[src/rtl/anemometer_freq_measure.sv]
`default_nettype none
// ============================================================================
// Module      : anemometer_freq_measure
// Description : Counts anemometer pulse rising edges over a CLK_FREQ-cycle
//               gate window, with continuous and single-shot modes.
//               Optional input deglitch filter: define ANEMO_DEGLITCH_EN.
// Revision    : 1.0 - initial release
// ============================================================================
module anemometer_freq_measure #(
  parameter int CLK_FREQ     = 50_000_000,
  parameter int DATA_W       = 8,
  parameter int DEGLITCH_CYC = 16
) (
  input  logic              clk,
  input  logic              raz_n,
  input  logic              in_freq_anemometre,
  input  logic              continu,
  input  logic              start_stop,
  output logic              data_valid,
  output logic [DATA_W-1:0] data_anemometre
);

  localparam int                c_gate_w    = (CLK_FREQ > 1) ? $clog2(CLK_FREQ) : 1;
  localparam logic [c_gate_w-1:0] c_gate_last = c_gate_w'(CLK_FREQ - 1);
  localparam logic [DATA_W-1:0] c_edge_max  = '1;

  typedef enum logic [1:0] {
    S_IDLE    = 2'd0,
    S_MEASURE = 2'd1,
    S_DONE    = 2'd2
  } state_t;

  // Input synchroniser: the pin is asynchronous to clk.
  logic r_sync1;
  logic r_sync2;

  always_ff @(posedge clk or negedge raz_n) begin
    if (!raz_n) begin
      r_sync1 <= 1'b0;
      r_sync2 <= 1'b0;
    end else begin
      r_sync1 <= in_freq_anemometre;
      r_sync2 <= r_sync1;
    end
  end

  logic w_level;

`ifdef ANEMO_DEGLITCH_EN
  localparam int c_dg_w = $clog2(DEGLITCH_CYC + 1);

  logic              r_filt;
  logic [c_dg_w-1:0] r_stab_cnt;

  // The filtered level only follows the input after DEGLITCH_CYC
  // consecutive samples that disagree with it.
  always_ff @(posedge clk or negedge raz_n) begin
    if (!raz_n) begin
      r_filt     <= 1'b0;
      r_stab_cnt <= '0;
    end else if (r_sync2 == r_filt) begin
      r_stab_cnt <= '0;
    end else if (r_stab_cnt == c_dg_w'(DEGLITCH_CYC - 1)) begin
      r_filt     <= r_sync2;
      r_stab_cnt <= '0;
    end else begin
      r_stab_cnt <= r_stab_cnt + 1'b1;
    end
  end

  assign w_level = r_filt;
`else
  logic w_unused_deglitch;

  assign w_unused_deglitch = ^DEGLITCH_CYC;
  assign w_level           = r_sync2;
`endif

  logic r_level_prev;
  logic w_edge;

  always_ff @(posedge clk or negedge raz_n) begin
    if (!raz_n) begin
      r_level_prev <= 1'b0;
    end else begin
      r_level_prev <= w_level;
    end
  end

  assign w_edge = w_level & ~r_level_prev;

  state_t              r_state;
  state_t              w_state_nxt;
  logic [c_gate_w-1:0] r_gate_cnt;
  logic [c_gate_w-1:0] w_gate_nxt;
  logic [DATA_W-1:0]   r_edge_cnt;
  logic [DATA_W-1:0]   w_edge_nxt;
  logic [DATA_W-1:0]   w_edge_sat;
  logic [DATA_W-1:0]   r_data;
  logic [DATA_W-1:0]   w_data_nxt;
  logic                r_valid;
  logic                w_valid_nxt;
  logic                w_we;

  assign w_we = (r_gate_cnt == c_gate_last);

  // Includes an edge arriving on the window-end cycle; never wraps.
  assign w_edge_sat = (w_edge && (r_edge_cnt != c_edge_max)) ? r_edge_cnt + 1'b1
                                                               : r_edge_cnt;

  always_comb begin
    w_state_nxt = r_state;
    w_gate_nxt  = r_gate_cnt;
    w_edge_nxt  = r_edge_cnt;
    w_data_nxt  = r_data;
    w_valid_nxt = r_valid;

    case (r_state)
      S_IDLE: begin
        if (continu || start_stop) begin
          w_state_nxt = S_MEASURE;
          w_gate_nxt  = '0;
          w_edge_nxt  = '0;
          w_valid_nxt = 1'b0;
        end
      end

      S_MEASURE: begin
        if (w_we) begin
          // Mode is only sampled here so a window is never cut short.
          w_data_nxt  = w_edge_sat;
          w_gate_nxt  = '0;
          w_edge_nxt  = '0;
          w_valid_nxt = 1'b1;
          if (!continu) begin
            w_state_nxt = S_DONE;
          end
        end else begin
          w_gate_nxt = r_gate_cnt + 1'b1;
          w_edge_nxt = w_edge_sat;
        end
      end

      S_DONE: begin
        if (!start_stop) begin
          w_state_nxt = S_IDLE;
          w_valid_nxt = 1'b0;
        end
      end

      default: begin
        w_state_nxt = S_IDLE;
      end
    endcase
  end

  always_ff @(posedge clk or negedge raz_n) begin
    if (!raz_n) begin
      r_state    <= S_IDLE;
      r_gate_cnt <= '0;
      r_edge_cnt <= '0;
      r_data     <= '0;
      r_valid    <= 1'b0;
    end else begin
      r_state    <= w_state_nxt;
      r_gate_cnt <= w_gate_nxt;
      r_edge_cnt <= w_edge_nxt;
      r_data     <= w_data_nxt;
      r_valid    <= w_valid_nxt;
    end
  end

  assign data_valid      = r_valid;
  assign data_anemometre = r_data;

endmodule
`default_nettype wire

[config.mk]
export PLATFORM = sky130hd
export DESIGN_NAME = anemometer_freq_measure
export DESIGN_NICKNAME = d
export VERILOG_FILES = /design/src/rtl/anemometer_freq_measure.sv
export SDC_FILE = /design/constraint.sdc
export NUM_CORES = 1
export LEC_CHECK = 0
export ABC_AREA = 1
export ABC_CLOCK_PERIOD_IN_PS = 4900
export BUFFER_PORTS_ARGS = -buffer_cell sky130_fd_sc_hd__clkbuf_2
export CORE_ASPECT_RATIO = 0.7
export CORE_MARGIN = 8
export CORE_UTILIZATION = 30
export CTS_CLUSTER_DIAMETER = 200
export DETAILED_ROUTE_END_ITERATION = 16
export PLACE_DENSITY = 0.48
export SLEW_MARGIN = 15
export SYNTH_ARGS = -nofsm -noshare
export SYNTH_HDL_FRONTEND = slang
export SYNTH_SLANG_ARGS = --single-unit
export TNS_END_PERCENT = 30
[constraint.sdc]
create_clock -name clk -period 4.9 [get_ports clk]
set_clock_uncertainty 0.15 [all_clocks]
set_input_delay 0.49 -clock clk [delete_from_list [all_inputs] [get_ports clk]]
set_output_delay 0.49 -clock clk [all_outputs]
set_load 0.03 [all_outputs]
==> impl_metrics.json, run 1 <==
{
  "antenna_cells": 0,
  "globalRouteOverflowTotal": 0,
  "finalMaxSlewViolations": 0,
  "endpoint_kind": "flip-flop",
  "max_slew_margin_pct": 48.1,
  "synth.avg_cell_area_um2": 7.12,
  "power_density_nw_per_um2": 440,
  "timing.fmax_ghz": 0.395,
  "grt_first_pass_wirelength_mm": 12.0,
  "crit_arrival_ns": 2.56,
  "numCtsBuffers": 5,
  "grt_usage_pct": 12.4,
  "maxCapViolations": 0,
  "io_buffers": 13,
  "tightest_slew_ns": 0.778,
  "die_x_um": 131,
  "grt_setup_unrepaired": "false",
  "drt_first_pass_iters": 5,
  "antenna_found_initial": 0,
  "finalPower_mw": 1.38,
  "ctsRootBufferMaster": "clkbuf_16",
  "coreArea_um2": 9000,
  "crit_type": "reg2reg",
  "post-route-drc-count": 0,
  "status": "finished clean",
  "irDropWorstVdd_mv": 0.257,
  "io_pins": 14,
  "fin_nets": 410,
  "worst_r2r_path_depth": 8,
  "hold_viol": 0,
  "cts_num_sinks": 48,
  "rr_startpoint": "r_state[1]",
  "drt_iter0_markers": 186,
  "startpoint_type": "flip-flop",
  "fin_ws_ns": 2.37,
  "synth_nets": 395,
  "yosysWarnings": 0,
  "wire_per_inst_um": 13.4,
  "ant_nets": 0,
  "cts_tree": "built",
  "gp_congestion": 0.821,
  "vias": 2468,
  "grt_pass1_vias": 2303,
  "yosysUniqueCellTypes": 29,
  "synth_area_um2": 2760,
  "dp_slack_ns": 2.30,
  "clkSlewWorstSetupHoldPaths_ns": 0.07,
  "ys_ff_latch": 48,
  "grt_max_degree": 49,
  "crit_path_max_fanout": 21,
  "cts-resized-gates": 0,
  "netlist_instances": 388,
  "drive_gt1_share_pct": 9.90,
  "min_period_ns": 2.53,
  "finalCritPeriodShare_pct": 51.7,
  "postCtsSetupRepairBufs": 0,
  "die_h_um": 96.3,
  "p_leak_nw": 1.42,
  "reg2reg_slack_ns": 2.37,
  "routed_wl_mm": 7.07,
  "h-tree-depth": 2,
  "initial_core_util_pct": 30.7,
  "setup_viol": 0,
  "critical_path_required_ns": 4.93,
  "synth-seq-area-share_pct": 43.5,
  "startpoint": "r_state[1]",
  "cts_buffer_depth": 2,
  "die_area_um2": 12600,
  "worst_skew_pair.late_latency_ns": 0.29,
  "cts_hold_buf": 0,
  "fin_tns_setup_ns": 0,
  "dp_hpwl_mm": 5.05,
  "min_path_type": "in2async",
  "viasPerCell": 4.67,
  "syn2layout_area_growth_pct": 13.2,
  "r2r-end": "r_gate_cnt[19]",
  "cp-endpoint": "r_gate_cnt[19]",
  "num-fill-cells": 1013,
  "row_count": 29
}
## cell usage after synthesis
cell / instances / share of area [%]
buf_2: 2 / 0.36
o21ai_1: 3 / 0.54
nand2_1: 153 / 21
and3_1: 1 / 0.23
clkinv_1: 1 / 0.14
xnor2_1: 3 / 0.95
dfrtp_1: 48 / 43
or2_2: 2 / 0.45
nand2_2: 4 / 0.91
o21ai_2: 1 / 0.32
nor2_1: 37 / 5.0
nand4_1: 11 / 2.5
nor2_2: 3 / 0.68
nor2_4: 2 / 0.81
inv_2: 1 / 0.14
a21oi_1: 2 / 0.36
o22ai_1: 6 / 1.4
nand3_1: 26 / 4.7
nor3_1: 9 / 1.6
o21ai_0: 15 / 2.7
xor2_1: 11 / 3.5
clkbuf_1: 1 / 0.14
nand3_2: 2 / 0.72
buf_4: 2 / 0.54
inv_4: 2 / 0.45
buf_6: 1 / 0.41
inv_1: 36 / 4.9
nand2_4: 1 / 0.41
ha_1: 2 / 0.91
## report_power, final
group          total, mW  internal, mW  switching [mW]
Sequential         0.565         0.471          0.0933
Clock              0.416         0.256           0.160
Combinational      0.395         0.108           0.287
## kinds of logic after synthesis
group                      count (synthesis)  synth area share, %
DFF                                       48                 43.5
buffers and inverters                     46                 7.06
and+or+nand+nor                          251                 38.8
adders and majority gates                  2                0.905
AOI/OAI and AO/OA                         27                 5.30
xor gates and xnor gates                  14                 4.44
## worst max-delay path: stages, from the launching register on
cell,delay [ns]
dfrtp_1,0.38
inv_1,0.08
nand2_2,0.16
nand2_1,0.57
inv_1,0.57
nor2_1,0.26
nand3_1,0.10
nand2_1,0.09
nor2_1,0.04
## flip-flops by register name, summed over array words and instances, names as in the netlist
| register | flops |
|---|---|
| r_sync2 | 1 |
| data_anemometre | 8 |
| r_edge_cnt | 8 |
| r_sync1 | 1 |
| r_level_prev | 1 |
| data_valid | 1 |
| r_state | 2 |
| r_gate_cnt | 26 |
## worst min-delay path by stage
stage / startpoint / end / slack, ns / cells after the start
6_report: raz_n / r_gate_cnt[6] / 0.15 / 2
5_1_grt: in_freq_anemometre / r_sync1 / 0.14 / 1
4_1_cts: in_freq_anemometre / r_sync1 / 0.14 / 1
3_5_place_dp: r_sync1 / r_sync2 / 0.19 / 0
3_3_place_gp: r_sync1 / r_sync2 / 0.18 / 0
2_1_floorplan: raz_n / data_anemometre[0] / 0.04 / 0
## metal layers
layer / wire length [um] / GRT usage (%) / vias up / part of all wire, %
li1: - / - / 1270 / -
met3: 348 / 2.77 / 5 / 4.9
met1: 4010 / 19.4 / 1151 / 57
met4: 52 / 3.24 / 0 / 0.74
met2: 2660 / 16.2 / 42 / 38
met5: 0 / 0 / - / 0
## cells in the final DEF, fill, tap and decap left out
master     Yosys  layout
inv_4          2       2
o21ai_2        1       1
or2_2          2       2
xor2_1        11      11
clkbuf_2       0      13
nor2_4         2       2
clkbuf_16      0       5
o22ai_1        6       6
clkinv_1       1       1
inv_2          1       1
nand2_4        1       1
o21ai_1        3       3
inv_1         36      36
dfrtp_1       48      48
and3_1         1       1
bufinv_16      0       1
clkbuf_8       0       1
o21ai_0       15      15
ha_1           2       2
clkinv_4       0       1
nand2_2        4       4
nand2_1      153     153
nor2_2         3       3
nand3_2        2       2
nor3_1         9       9
buf_4          2       1
nand4_1       11      11
a21oi_1        2       2
nor2_1        37      37
xnor2_1        3       3
nand3_1       26      26
## metrics by stage
stage                     instances  util, %  hold slack [ns]  cell area [um^2]
after CTS                       528     34.8            0.144              3130
after global placement          520     32.8            0.181              2950
after detailed placement        520     32.8            0.192              2950
after global routing            528     34.8            0.145              3130
final                           528     34.8            0.153              3130
after floorplan                 388        -           0.0444              2760
## area by class of cell
| class | count | area, um^2 | area share [%] |
|---|---|---|---|
| Clock inverter | 2 | 38.8 | 1.24 |
| Timing Repair Buffer | 14 | 72.6 | 2.32 |
| Tap cell | 124 | 155 | 4.96 |
| Clock buffer | 6 | 139 | 4.44 |
| Sequential cell | 48 | 1200 | 38.4 |
| Inverter | 40 | 155 | 4.96 |
| Multi-Input combinational cell | 294 | 1370 | 43.7 |
No activity file was read; power rests on OpenSTA's default activity.
==> inputs of run 2 (changes only) <==
--- a/config.mk
+++ b/config.mk
@@ -6,14 +6,14 @@
 export NUM_CORES = 1
 export LEC_CHECK = 0
 export ABC_AREA = 1
-export ABC_CLOCK_PERIOD_IN_PS = 4900
+export ABC_CLOCK_PERIOD_IN_PS = 2300
 export BUFFER_PORTS_ARGS = -buffer_cell sky130_fd_sc_hd__clkbuf_2
 export CORE_ASPECT_RATIO = 0.7
 export CORE_MARGIN = 8
 export CORE_UTILIZATION = 30
 export CTS_CLUSTER_DIAMETER = 200
 export DETAILED_ROUTE_END_ITERATION = 16
-export PLACE_DENSITY = 0.48
+export PLACE_DENSITY = 0.49
 export SLEW_MARGIN = 15
 export SYNTH_ARGS = -nofsm -noshare
 export SYNTH_HDL_FRONTEND = slang
==> constraint.sdc (replaced) <==
create_clock -name clk -period 2.3 [get_ports clk]
set_clock_uncertainty 0.15 [all_clocks]
set_input_delay 0.23 -clock clk [delete_from_list [all_inputs] [get_ports clk]]
set_output_delay 0.23 -clock clk [all_outputs]
set_load 0.03 [all_outputs]
==> run 2 against run 1 <==
Power up 110%. Via count increased by 2.1%. Clock power up 82%. Clock-buffer cell count is 1 higher. Global-route usage shrank 0.33 points. Critical endpoint is now data_anemometre[6]. Largest cell class unchanged. Largest power group unchanged.
==> impl_metrics.json, run 2 (synthesis results as in run 1) <==
{
  "drive_gt1_share_pct": 10.7,
  "cts-resized-gates": 0,
  "worst_skew_pair.late_latency_ns": 0.29,
  "drt_first_pass_iters": 4,
  "h-tree-depth": 2,
  "top_register": "r_gate_cnt",
  "io_pins": 14,
  "wire_per_inst_um": 13.0,
  "worst_path_most_repeated_cell": "nand2_1",
  "finalCritPeriodShare_pct": 89.6,
  "internal_power_mw": 1.72,
  "drt_iter0_markers": 225,
  "max_slew_margin_pct": 69.0,
  "numCtsBuffers": 5,
  "hold_viol": 0,
  "crit_arrival_ns": 2.08,
  "critical_path_required_ns": 2.32,
  "grt_pass1_vias": 2342,
  "row_count": 29,
  "irDropWorstVdd_mv": 0.491,
  "post-route-drc-count": 0,
  "cts_hold_buf": 2,
  "tightest_slew_ns": 0.461,
  "syn2layout_area_growth_pct": 14.8,
  "cpMaxStageDelayCell": "ha_1",
  "p_switching_mw": 1.14,
  "dp_hpwl_mm": 5.17,
  "fin_tns_setup_ns": 0,
  "grt_first_pass_wirelength_mm": 11.7,
  "viasPerCell": 4.71,
  "setup_viol": 0,
  "final_cell_mix": "153 x nand2_1, 48 x dfrtp_1, 37 x nor2_1",
  "layout_commonest_cell": "nand2_1",
  "largest_reg_flops": 26,
  "finalMaxSlewViolations": 0,
  "startpoint": "r_gate_cnt[0]",
  "min_path_type": "in2reg",
  "r2r-end": "data_anemometre[6]",
  "p_leak_nw": 1.44,
  "grt_setup_unrepaired": "false",
  "dp_slack_ns": 0.234,
  "path_cells": "ha_1 > nand3_2 > inv_2 > nand2_1 > nor2_2 > nand2_2 > nor2_4 > inv_4 > nand2_1 > o21ai_2",
  "globalRouteOverflowTotal": 0,
  "coreArea_um2": 9000,
  "status": "finished clean",
  "ant_nets": 0,
  "grt_max_degree": 49,
  "min_period_ns": 2.06,
  "power_density_nw_per_um2": 903,
  "holdWs_ns": 0.119,
  "die_h_um": 96.3,
  "antenna_cells": 0,
  "pwr-share-comb_pct": 31.4,
  "cp-endpoint": "data_anemometre[6]",
  "cts_buffer_depth": 2,
  "crit_path_max_fanout": 10,
  "cts_tree": "built",
  "vias": 2519,
  "antenna_found_initial": 0,
  "pwr-share-clk_pct": 26.4,
  "reg2reg_slack_ns": 0.24,
  "crit_type": "reg2reg",
  "switching_share_pct": 40.0,
  "p_seq_share_pct": 42.2,
  "clkSlewWorstSetupHoldPaths_ns": 0.07,
  "cts_num_sinks": 48,
  "maxCapViolations": 0,
  "postCtsSetupRepairBufs": 0,
  "finalPower_mw": 2.86,
  "fin_ws_ns": 0.239,
  "fin_nets": 417,
  "slowest_delay_ns": 0.39,
  "gp_congestion": 0.826,
  "endpoint_kind": "flip-flop",
  "timing.fmax_ghz": 0.485,
  "worst_r2r_path_depth": 10,
  "startpoint_type": "flip-flop",
  "initial_core_util_pct": 30.7,
  "die_x_um": 131,
  "rr_startpoint": "r_gate_cnt[0]",
  "io_buffers": 13,
  "ctsRootBufferMaster": "clkbuf_16",
  "routed_wl_mm": 6.96,
  "grt_usage_pct": 12.1,
  "die_area_um2": 12600
}
run 2: cell types whose count changed in the layout (fill, tap and decap cells not counted):
cell           previous run  this run
buf_12                    0         1
buf_4                     1         5
bufinv_16                 1         0
clkbuf_1                  0         1
clkinv_4                  1         0
clkinvlp_4                0         1
dlygate4sd3_1             0         2
run 2: worst min-delay path by stage:
| stage | to | from | cells past startpoint | slack [ns] |
|---|---|---|---|---|
| after global placement | r_gate_cnt[2] | raz_n | 2 | 0.1 |
| after floorplan | data_anemometre[0] | raz_n | 0 | -0.22 |
| after CTS | r_state[1] | continu | 4 | 0.11 |
| after detailed placement | r_gate_cnt[2] | raz_n | 2 | 0.1 |
| after global routing | r_state[1] | continu | 4 | 0.16 |
| final | r_state[1] | continu | 4 | 0.12 |
run 2: final cells by class:
type	count	area (um^2)
clock inverter	1	7.51
sequential	48	1200
timing repair buffer	21	143
fill	998	5830
inverter	40	155
clock buffer	7	143
multi-input combinational	294	1370
tap	124	155
run 2: stage by stage:
| step | cells | util (%) | instance area [um^2] |
|---|---|---|---|
| 5_1_grt | 535 | 35.2 | 3170 |
| 4_1_cts | 535 | 35.2 | 3170 |
| 3_3_place_gp | 525 | 33.4 | 3000 |
| 3_5_place_dp | 525 | 33.4 | 3000 |
| 2_1_floorplan | 388 | - | 2760 |
| 6_report | 535 | 35.2 | 3170 |
run 2: critical path, delay by kind of cell, from the launching register on:
family                   cells  cell delay [ns]
AND/OR/NAND/NOR              6             0.78
adder cells (fa/ha/maj)      1             0.39
flip-flops                   1             0.38
buffers and inverters        2             0.19
AO/OA/AOI/OAI                1             0.05
run 2: per-layer routing:
| layer | track usage (%) | up-vias | share of wire [%] |
|---|---|---|---|
| li1 | - | 1282 | - |
| met1 | 18.7 | 1169 | 55 |
| met2 | 15.8 | 63 | 38 |
| met3 | 2.66 | 5 | 6.2 |
| met4 | 3.90 | 0 | 0.98 |
| met5 | 0 | - | 0 |
run 2: power groups by stage:
stage / sequential, mW / combinational [mW] / clock [mW]
floorplan: 1.16 / 0.663 / 0
global placement: 1.22 / 0.901 / 0
detailed placement: 1.22 / 0.904 / 0
CTS: 1.20 / 0.910 / 0.781
global route: 1.23 / 1.02 / 0.818
finish: 1.21 / 0.899 / 0.756
==> inputs of run 3 (changes only) <==
--- a/config.mk
+++ b/config.mk
@@ -6,14 +6,14 @@
 export NUM_CORES = 1
 export LEC_CHECK = 0
 export ABC_AREA = 1
-export ABC_CLOCK_PERIOD_IN_PS = 2300
+export ABC_CLOCK_PERIOD_IN_PS = 2600
 export BUFFER_PORTS_ARGS = -buffer_cell sky130_fd_sc_hd__clkbuf_2
 export CORE_ASPECT_RATIO = 0.7
 export CORE_MARGIN = 8
 export CORE_UTILIZATION = 30
 export CTS_CLUSTER_DIAMETER = 200
 export DETAILED_ROUTE_END_ITERATION = 16
-export PLACE_DENSITY = 0.49
+export PLACE_DENSITY = 0.48
 export SLEW_MARGIN = 15
 export SYNTH_ARGS = -nofsm -noshare
 export SYNTH_HDL_FRONTEND = slang
==> constraint.sdc (replaced) <==
create_clock -name clk -period 2.6 [get_ports clk]
set_clock_uncertainty 0.15 [all_clocks]
set_input_delay 0.26 -clock clk [delete_from_list [all_inputs] [get_ports clk]]
set_output_delay 0.26 -clock clk [all_outputs]
set_load 0.03 [all_outputs]
==> run 3 against run 2 <==
Setup slack gained 0.35 ns. Sequential power fell by 12%. Flip-flop and latch count unchanged. Register-to-register slack better by 0.35 ns. Final area decreased by 0.20%. Clock-buffer cell count shrank 1. Global-route usage about the same. Wire length down 0.95%. Clock power decreased by 4.9%. Sequential share of layout area increased by 0.075 points. Highest routed layer unchanged.
==> impl_metrics.json, run 3 (synthesis results as in run 1) <==
{
  "switching_share_pct": 38.6,
  "die_x_um": 131,
  "globalRouteOverflowTotal": 0,
  "grt_pass1_vias": 2347,
  "row_count": 29,
  "cts_num_sinks": 48,
  "tightest_slew_ns": 0.513,
  "h-tree-depth": 2,
  "syn2layout_area_growth_pct": 14.5,
  "gp_congestion": 0.809,
  "top_register": "r_gate_cnt",
  "worst_r2r_path_depth": 10,
  "worst_path_most_repeated_cell": "nand2_1",
  "maxCapViolations": 0,
  "finalPower_mw": 2.59,
  "crit_arrival_ns": 2.03,
  "io_buffers": 13,
  "critical_path_required_ns": 2.61,
  "place_area_um2": 2980,
  "status": "finished clean",
  "irDropWorstVdd_mv": 0.420,
  "setup_viol": 0,
  "die_h_um": 96.3,
  "dp_hpwl_mm": 5.24,
  "num-fill-cells": 988,
  "timing.fmax_ghz": 0.496,
  "coreArea_um2": 9000,
  "p_leak_nw": 1.44,
  "viasPerCell": 4.54,
  "drive_gt1_share_pct": 10.5,
  "cts_buffer_depth": 2,
  "holdWs_ns": 0.174,
  "vias": 2422,
  "layout_commonest_cell": "nand2_1",
  "min-delay-start": "continu",
  "reg2reg_slack_ns": 0.59,
  "cp.depth": 10,
  "startpoint_type": "flip-flop",
  "crit_type": "reg2reg",
  "min_period_ns": 2.02,
  "io_pins": 14,
  "worst_skew_pair.late_latency_ns": 0.28,
  "holdPathEnd": "r_state[1]",
  "path_cells": "ha_1 > nand3_2 > inv_2 > nand2_1 > nor2_2 > nand2_2 > nor2_4 > inv_4 > nand2_1 > o21ai_2",
  "finalMaxSlewViolations": 0,
  "wire_per_inst_um": 12.9,
  "slowest_delay_ns": 0.38,
  "whs_path_depth": 4,
  "die_area_um2": 12600,
  "p_seq_share_pct": 41.3,
  "fin_tns_setup_ns": 0,
  "finalCritPeriodShare_pct": 77.5,
  "largest_reg_flops": 26,
  "p_switching_mw": 0.999,
  "ant_nets": 0,
  "antenna_cells": 0,
  "rr_startpoint": "r_gate_cnt[0]",
  "grt_first_pass_wirelength_mm": 11.9,
  "pwr-share-comb_pct": 30.8,
  "clkSlewWorstSetupHoldPaths_ns": 0.06,
  "grt_usage_pct": 12.1,
  "min_path_type": "in2reg",
  "power_density_nw_per_um2": 817,
  "fin_nets": 416,
  "antenna_found_initial": 0,
  "cts-resized-gates": 0,
  "pwr-share-clk_pct": 27.8,
  "cp_top_family": "simple AND/OR/NAND/NOR gates",
  "numCtsBuffers": 5,
  "cp_num_buf_inv": 2,
  "hold_viol": 0,
  "routed_wl_mm": 6.89,
  "grt_max_degree": 27,
  "drt_iter0_markers": 125,
  "ctsRootBufferMaster": "clkbuf_16",
  "r2r-end": "data_anemometre[6]",
  "max_slew_margin_pct": 65.7,
  "crit_path_max_fanout": 10,
  "design_area_um2": 3170,
  "initial_core_util_pct": 30.7,
  "endpoint_kind": "flip-flop",
  "post-route-drc-count": 0,
  "cpMaxStageDelayCell": "dfrtp_1",
  "grt_setup_unrepaired": "false",
  "cts_tree": "built",
  "drt_first_pass_iters": 4,
  "internal_power_mw": 1.59,
  "final_cell_mix": "153 x nand2_1, 48 x dfrtp_1, 37 x nor2_1"
}
==> run 3: final cells by class <==
| class | count | area (um^2) | share of cell area (%) |
|---|---|---|---|
| multi-input cells | 294 | 1370 | 43.2 |
| flip-flops and latches | 48 | 1200 | 37.9 |
| inverters | 40 | 155 | 4.90 |
| well taps | 124 | 155 | 4.90 |
| clock buffers | 6 | 129 | 4.07 |
| repair buffers | 20 | 123 | 3.87 |
| clock inverters | 2 | 35.0 | 1.11 |
==> run 3: power by group through the flow <==
stage	sequential [mW]	combinational [mW]	clock, mW
floorplan	1.03	0.586	0
global placement	1.08	0.789	0
detailed placement	1.08	0.792	0
CTS	1.06	0.803	0.743
global route	1.09	0.909	0.780
finish	1.07	0.797	0.719
==> run 3: per-layer routing <==
layer / vias up / GRT usage [%] / share of wire (%)
li1: 1270 / - / -
met1: 1113 / 18.6 / 56
met2: 35 / 16.7 / 39
met3: 4 / 2.60 / 3.9
met4: 0 / 2.38 / 0.68
met5: - / 0 / 0
==> run 3: stage by stage <==
stage                     setup WS, ns  std cells  util [%]
after floorplan                  0.871        388         -
after global placement           0.662        524      33.1
after detailed placement         0.565        524      33.1
after CTS                        0.563        534      35.2
after global routing             0.381        534      35.2
final                            0.585        534      35.2
==> run 3: worst max path at each step <==
| stage | startpoint | end | slack (ns) |
|---|---|---|---|
| floorplan | r_gate_cnt[0] | r_edge_cnt[7] | 0.87 |
| global placement | r_gate_cnt[0] | r_gate_cnt[19] | 0.66 |
| detailed placement | r_gate_cnt[0] | r_gate_cnt[20] | 0.56 |
| CTS | r_gate_cnt[0] | r_gate_cnt[20] | 0.56 |
| global route | r_edge_cnt[1] | r_edge_cnt[6] | 0.38 |
| finish | r_gate_cnt[0] | data_anemometre[6] | 0.59 |
==> run 3: repair_timing <==
| action | 4_1_cts | 5_1_grt |
|---|---|---|
| setup buffers | 0 | 0 |
| hold buffers | 2 | 0 |
| endpoints found under the hold margin | 49 | 0 |
==> run 3: worst register-to-register path: cells and delay by family, from the launching register on <==
| family | cells | cell delay, ns |
|---|---|---|
| compound gates | 1 | 0.05 |
| flops | 1 | 0.38 |
| fa+ha+maj | 1 | 0.35 |
| simple gates | 6 | 0.79 |
| buf+inv | 2 | 0.19 |
